**src/rtl/rca_sub_serial_pkg.sv**
```systemverilog
// rca_sub_serial_pkg: shared FSM state encoding and default operand width
package rca_sub_serial_pkg;
   localparam int WIDTH_DEF = 4;
   typedef enum logic [1:0] {IDLE, SHIFT, DONE} state_e;
endpackage

```
**src/rtl/rca_sub_serial_if.sv**
```systemverilog
// rca_sub_serial_if: request/result bundle between a requester and the serial subtractor
interface rca_sub_serial_if import rca_sub_serial_pkg::*; #(parameter int WIDTH = WIDTH_DEF) ();
   logic             start;
   logic [WIDTH-1:0] a;
   logic [WIDTH-1:0] b;
   logic             bin;
   logic [WIDTH-1:0] diff;
   logic             bout;
   logic             busy;
   logic             done;
   modport master (output start, a, b, bin, input diff, bout, busy, done);
   modport slave  (input start, a, b, bin, output diff, bout, busy, done);
endinterface

```
**src/rtl/rca_sub_serial_fs_1.sv**
```systemverilog
// fs_1: one-bit full subtractor, d = x - y - bi with borrow out bo
module fs_1 (
   input  logic x,
   input  logic y,
   input  logic bi,
   output logic d,
   output logic bo
);
   assign d  = x ^ y ^ bi;
   assign bo = (~x & y) | (~(x ^ y) & bi);
endmodule

```
**src/rtl/rca_sub_serial.sv**
```systemverilog
// rca_sub_serial: bit-serial ripple subtractor, one bit per clock LSB first,
// with the borrow carried between bits in a flop.
module rca_sub_serial import rca_sub_serial_pkg::*; #(
   parameter int WIDTH = WIDTH_DEF
) (
   input logic             clk,
   input logic             rst_n,
   rca_sub_serial_if.slave bus
);
   localparam int CW = $clog2(WIDTH + 1);
   state_e           state_q, state_d;
   logic [CW-1:0]    cnt_q, cnt_d;
   logic [WIDTH-1:0] a_q, a_d, b_q, b_d, diff_q, diff_d;
   logic             brw_q, brw_d, bout_q, bout_d, busy_q, busy_d, done_q, done_d;
   logic             fs_d, fs_bo;
   fs_1 u_fs (.x(a_q[0]), .y(b_q[0]), .bi(brw_q), .d(fs_d), .bo(fs_bo));
   always_comb begin
      state_d = state_q;
      cnt_d   = cnt_q;
      a_d     = a_q;
      b_d     = b_q;
      brw_d   = brw_q;
      diff_d  = diff_q;
      bout_d  = bout_q;
      case (state_q)
         IDLE: if (bus.start) begin
            a_d     = bus.a;
            b_d     = bus.b;
            brw_d   = bus.bin;
            cnt_d   = '0;
            state_d = SHIFT;
         end
         SHIFT: begin
            // operands shift right so the cell always sees bit 0; result fills from the top
            a_d    = a_q >> 1;
            b_d    = b_q >> 1;
            brw_d  = fs_bo;
            diff_d = WIDTH'({fs_d, diff_q} >> 1);
            cnt_d  = cnt_q + CW'(1);
            if (cnt_q == CW'(WIDTH - 1)) begin
               bout_d  = fs_bo;
               state_d = DONE;
            end
         end
         default: state_d = IDLE;
      endcase
      busy_d = state_d != IDLE;
      done_d = state_d == DONE;
   end
   always_ff @(posedge clk or negedge rst_n)
      if (!rst_n) begin
         state_q <= IDLE;
         cnt_q   <= '0;
         a_q     <= '0;
         b_q     <= '0;
         brw_q   <= 1'b0;
         diff_q  <= '0;
         bout_q  <= 1'b0;
         busy_q  <= 1'b0;
         done_q  <= 1'b0;
      end else begin
         state_q <= state_d;
         cnt_q   <= cnt_d;
         a_q     <= a_d;
         b_q     <= b_d;
         brw_q   <= brw_d;
         diff_q  <= diff_d;
         bout_q  <= bout_d;
         busy_q  <= busy_d;
         done_q  <= done_d;
      end
   assign bus.diff = diff_q;
   assign bus.bout = bout_q;
   assign bus.busy = busy_q;
   assign bus.done = done_q;
endmodule

```
**src/flat_wrapper.sv**
```systemverilog
// flat-port wrapper written by rule: the top's interface ports become plain ports
module rca_sub_serial_flat import rca_sub_serial_pkg::*;
#(
   parameter int WIDTH = WIDTH_DEF
)
  (clk, rst_n, bus_start, bus_a, bus_b, bus_bin, bus_diff, bus_bout, bus_busy, bus_done);
  rca_sub_serial_if #(.WIDTH(WIDTH)) bus_i ();
  input logic clk;
  input logic rst_n;
  input wire logic [$bits(bus_i.start)-1:0] bus_start;
  input wire logic [$bits(bus_i.a)-1:0] bus_a;
  input wire logic [$bits(bus_i.b)-1:0] bus_b;
  input wire logic [$bits(bus_i.bin)-1:0] bus_bin;
  output wire logic [$bits(bus_i.diff)-1:0] bus_diff;
  output wire logic [$bits(bus_i.bout)-1:0] bus_bout;
  output wire logic [$bits(bus_i.busy)-1:0] bus_busy;
  output wire logic [$bits(bus_i.done)-1:0] bus_done;
  assign bus_i.start = bus_start;
  assign bus_i.a = bus_a;
  assign bus_i.b = bus_b;
  assign bus_i.bin = bus_bin;
  assign bus_diff = bus_i.diff;
  assign bus_bout = bus_i.bout;
  assign bus_busy = bus_i.busy;
  assign bus_done = bus_i.done;
  rca_sub_serial #(.WIDTH(WIDTH)) u_core (.clk(clk), .rst_n(rst_n), .bus(bus_i));
endmodule
```
**config.mk**
```make
export PLATFORM = sky130hd
export DESIGN_NAME = rca_sub_serial_flat
export DESIGN_NICKNAME = d
export VERILOG_FILES = /design/src/rtl/rca_sub_serial_pkg.sv /design/src/rtl/rca_sub_serial_if.sv /design/src/rtl/rca_sub_serial_fs_1.sv /design/src/rtl/rca_sub_serial.sv /design/src/flat_wrapper.sv
export SDC_FILE = /design/constraint.sdc
export NUM_CORES = 1
export LEC_CHECK = 0
export ABC_AREA = 0
export BUFFER_PORTS_ARGS = -buffer_cell sky130_fd_sc_hd__buf_2
export CELL_PAD_IN_SITES_DETAIL_PLACEMENT = 0
export CELL_PAD_IN_SITES_GLOBAL_PLACEMENT = 1
export CORE_ASPECT_RATIO = 0.6
export CORE_MARGIN = 2
export CORE_UTILIZATION = 45
export CTS_CLUSTER_DIAMETER = 60
export CTS_CLUSTER_SIZE = 40
export DETAILED_ROUTE_END_ITERATION = 7
export GPL_ROUTABILITY_DRIVEN = 0
export PLACE_DENSITY = 0.81
export SLEW_MARGIN = 20
export SYNTH_ARGS = -nofsm -noshare
export SYNTH_HDL_FRONTEND = slang
export SYNTH_SLANG_ARGS = --single-unit
```
**constraint.sdc**
```tcl
create_clock -name clk -period 3.3 [get_ports clk]
set_clock_uncertainty 0.1 [all_clocks]
set_input_delay 0.66 -clock clk [delete_from_list [all_inputs] [get_ports clk]]
set_output_delay 0.66 -clock clk [all_outputs]
set_load 0.02 [all_outputs]
```
==> metrics.md <==
| Metric | Value |
|---|---|
| Run status | complete, no violations |
| Placed Area | 1060 um^2 |
| Largest net degree at the start of global routing | 22 |
| Core Region | 1940 um^2 |
| Drt total wl | 1.73 mm |
| Max rail drop VDD | 445 uV |
| Yosys Warn Count | 0 |
| Synthesized cell area | 975 um^2 |
| Multi-input logic area | 380 um^2 |
| Yosys top cell by area | dfrtp_1 |
| Gr usage total | 16.9% |
| Total die area | 2570 um^2 |
| Xor-xnor portion of the synthesized cell area | 0% |
| Final Hold Vio Count | 0 |
| Adder-cell share of the synthesized area | 4.62% |
| Global-route wire length before repair | 3.02 mm |
| Number of max-cap violations | 0 |
| Startpoint types | register |
| Worst hold path type | in -> async |
| CTS tree | built |
| Fill cells | 166 |
| CTS Buf Count | 3 |
| Routed wire per std cell | 14.2 um |
| Initial Util | 50.3% |
| Number of gates resized after cts | 0 |
| Port buffer count | 18 |
| Vias in the first global route | 597 |
| Sequential area share after synthesis | 53.9% |
| Cell Chain, Critical Path | nand2b_1, mux2_2 |
| CP bufs+invs | 0 |
| Via density per instance | 5.22 |
| Total net switching power | 0.408 mW |
| Reg2reg end | u_core.bus.diff[2] |
| Initial antenna violation count | 0 |
| Die Span Y | 40.1 um |
| H-tree depth | 1 |
| Area delta synth->final | 12.1% |
| Avg Synthesized Cell Area | 12.5 um^2 |
| CTS clk-pin slew, worst paths | 0.12 ns |
| Peak Freq | 611 MHz |
| CTS Hold Bufs | 0 |
| Register Area | 526 um^2 |
| Slowest cell on crit path | dfrtp_1 |
| Setup violations, final | 0 |
| Post-synth top area share | 53.9% |
| Finished Cell Area | 1090 um^2 |
| Crit path largest cell delay | 0.72 ns |
| Compound-Gate Fraction of Synth Area | 11.6% |
| Vias post-DR | 637 |
| CP arrival | 1.73 ns |
| Synth Register Bits | 21 |
| Internal | 0.633 mW |
| Critical Path RT | 3.39 ns |
| P per Cell Area | 953 nW/um^2 |
| Post-Synthesis Cells | 78 |
| Synth Area in Simple Gates | 16.2% |
| Synth area leaders | dfrtp_1, nor3b_1, nor4b_1 |
| Leak Pwr | 0.510 nW |
| Post-Syn Nets | 93 |
| RSZ-0062 raised after global routing | no |
| R2R Path Start | u_core.state_q[1] |
| Clock Power Share | 11.8% |
| Comb pwr share | 41.8% |
| Max_slew headroom | 59.9% |
| Min Tclk post-route | 1.64 ns |
| Depth of the most critical reg-to-reg path | 2 |
| Setup bufs post-CTS | 0 |
| Sw Share | 39.2% |
| Crit path max-delay family | flip-flops |
| Clock Tree Root | clkbuf_4 |
| Largest family of logic cells by synthesized area | simple AND/OR/NAND/NOR gates |
| Seq pwr share | 46.4% |
| Yosys cell types | 23 |
| # DRC | 0 |
| CTS max path bufs | 2 |
| Gr ovfl total | 0 |
| DRT iter0 DRCs | 37 |
| DPL Wire Length | 1.28 mm |
| Die width | 64.1 um |
| Clock Latency Late Sink | 0.31 ns |
| DRT Pass-1 Iters | 4 |
| Crit end category | register |
| Post-route ant nets | 0 |
| Crit path kind | reg -> reg |
| Sink Count | 21 |
| Layout cells sized above 1 | 29.8% |
| N_diodes | 0 |
| Setup TNS | 0 ns |
| Fin crit share | 49.6% |
| Nets | 110 |
| Io pins | 19 |
| Mux contribution to synthesized area | 6.68% |
| Flop2flop setup slack | 1.66 ns |
| Crit Path Max Fanout | 20 |
| Row count | 12 |
| Max-slew violations | 0 |
| Slew @ Worst Pin | 0.602 ns |
[metrics by stage]
step                hold WS, ns  setup slack [ns]  utilization (%)  total power [mW]  cells
finish                    0.175              1.66             56.4              1.04    122
detailed placement        0.390              1.64             55.0             0.925    118
global placement          0.386              1.66             55.0             0.911    118
global route              0.191              1.54             56.4              1.13    122
CTS                       0.184              1.66             56.4              1.05    122
floorplan                 0.264              1.71                -             0.812     78
[kinds of logic (layout without fill, tap and decap cells)]
logic type / count (synthesis) / count (layout)
and+or+nand+nor: 20 / 20
buffers and inverters: 15 / 31
muxes: 6 / 6
DFF: 21 / 21
adders and majority gates: 3 / 3
AOI/OAI and AO/OA: 13 / 13
[cells in the final DEF, fill, tap and decap left out, drive strengths merged, types with 3 or more instances in the layout]
master / count
nor4b: 6
a211oi: 6
clkbuf: 3
nor3b: 7
a22o: 3
nand2b: 3
buf: 18
inv: 9
dfrtp: 21
mux2: 4
[worst register-to-register path, cell delays in order (launching register included)]
cell and delay, ns:
dfrtp_1 0.72, nand2b_1 0.34, mux2_2 0.37
[registers in the layout (all words and copies together), names as in the netlist]
| signal | count |
|---|---|
| u_core.a_q | 4 |
| u_core.state_q | 2 |
| u_core.bus.done | 1 |
| u_core.cnt_q | 3 |
| u_core.bus.diff | 4 |
| u_core.bus.bout | 1 |
| u_core.brw_q | 1 |
| u_core.b_q | 4 |
| u_core.bus.busy | 1 |
[routing by layer]
layer	global-route usage, %	wire [um]	up-vias
met5	0	0	-
met4	3.26	13	0
met3	7.02	129	2
met2	25.3	666	20
met1	23.4	918	303
li1	-	-	312
[cells in the mapped netlist]
cell type	number
inv_2	1
nor4b_1	6
a22o_1	3
nor2b_1	1
o221a_1	1
o22ai_1	1
dfrtp_1	21
nor3b_1	7
clkbuf_2	1
clkbuf_1	1
mux2_2	4
o21bai_4	1
and3b_1	2
ha_1	2
nand2b_1	3
mux2i_1	2
inv_1	8
or4b_1	1
a21oi_1	1
fa_1	1
a211oi_1	6
buf_6	1
buf_2	3
[area by class of cell]
type / count / area share, %
clock inverters: 1 / 0.458
repair buffers: 18 / 8.25
inverters: 9 / 3.09
flip-flops and latches: 21 / 48.1
well taps: 28 / 3.21
multi-input cells: 42 / 34.8
clock buffers: 3 / 2.06
[how the worst max path moves through the flow]
| stage | start | to | depth (start not counted) | slack, ns |
|---|---|---|---|---|
| after floorplan | bus_start | u_core.brw_q | 3 | 1.71 |
| after CTS | u_core.bus.diff[0] | bus_diff[0] | 1 | 1.66 |
| after global routing | u_core.state_q[0] | u_core.bus.diff[2] | 2 | 1.54 |
| after global placement | bus_start | u_core.brw_q | 4 | 1.66 |
| after detailed placement | bus_start | u_core.brw_q | 4 | 1.64 |
| final | u_core.state_q[1] | u_core.bus.diff[2] | 2 | 1.66 |
[power groups by stage]
stage	Clock, mW	Combinational [mW]	Sequential, mW
finish	0.123	0.435	0.483
global route	0.143	0.484	0.504
CTS	0.128	0.438	0.483
detailed placement	0	0.436	0.488
global placement	0	0.429	0.482
floorplan	0	0.327	0.485
Note: power is estimated with default switching activity, not from simulation.
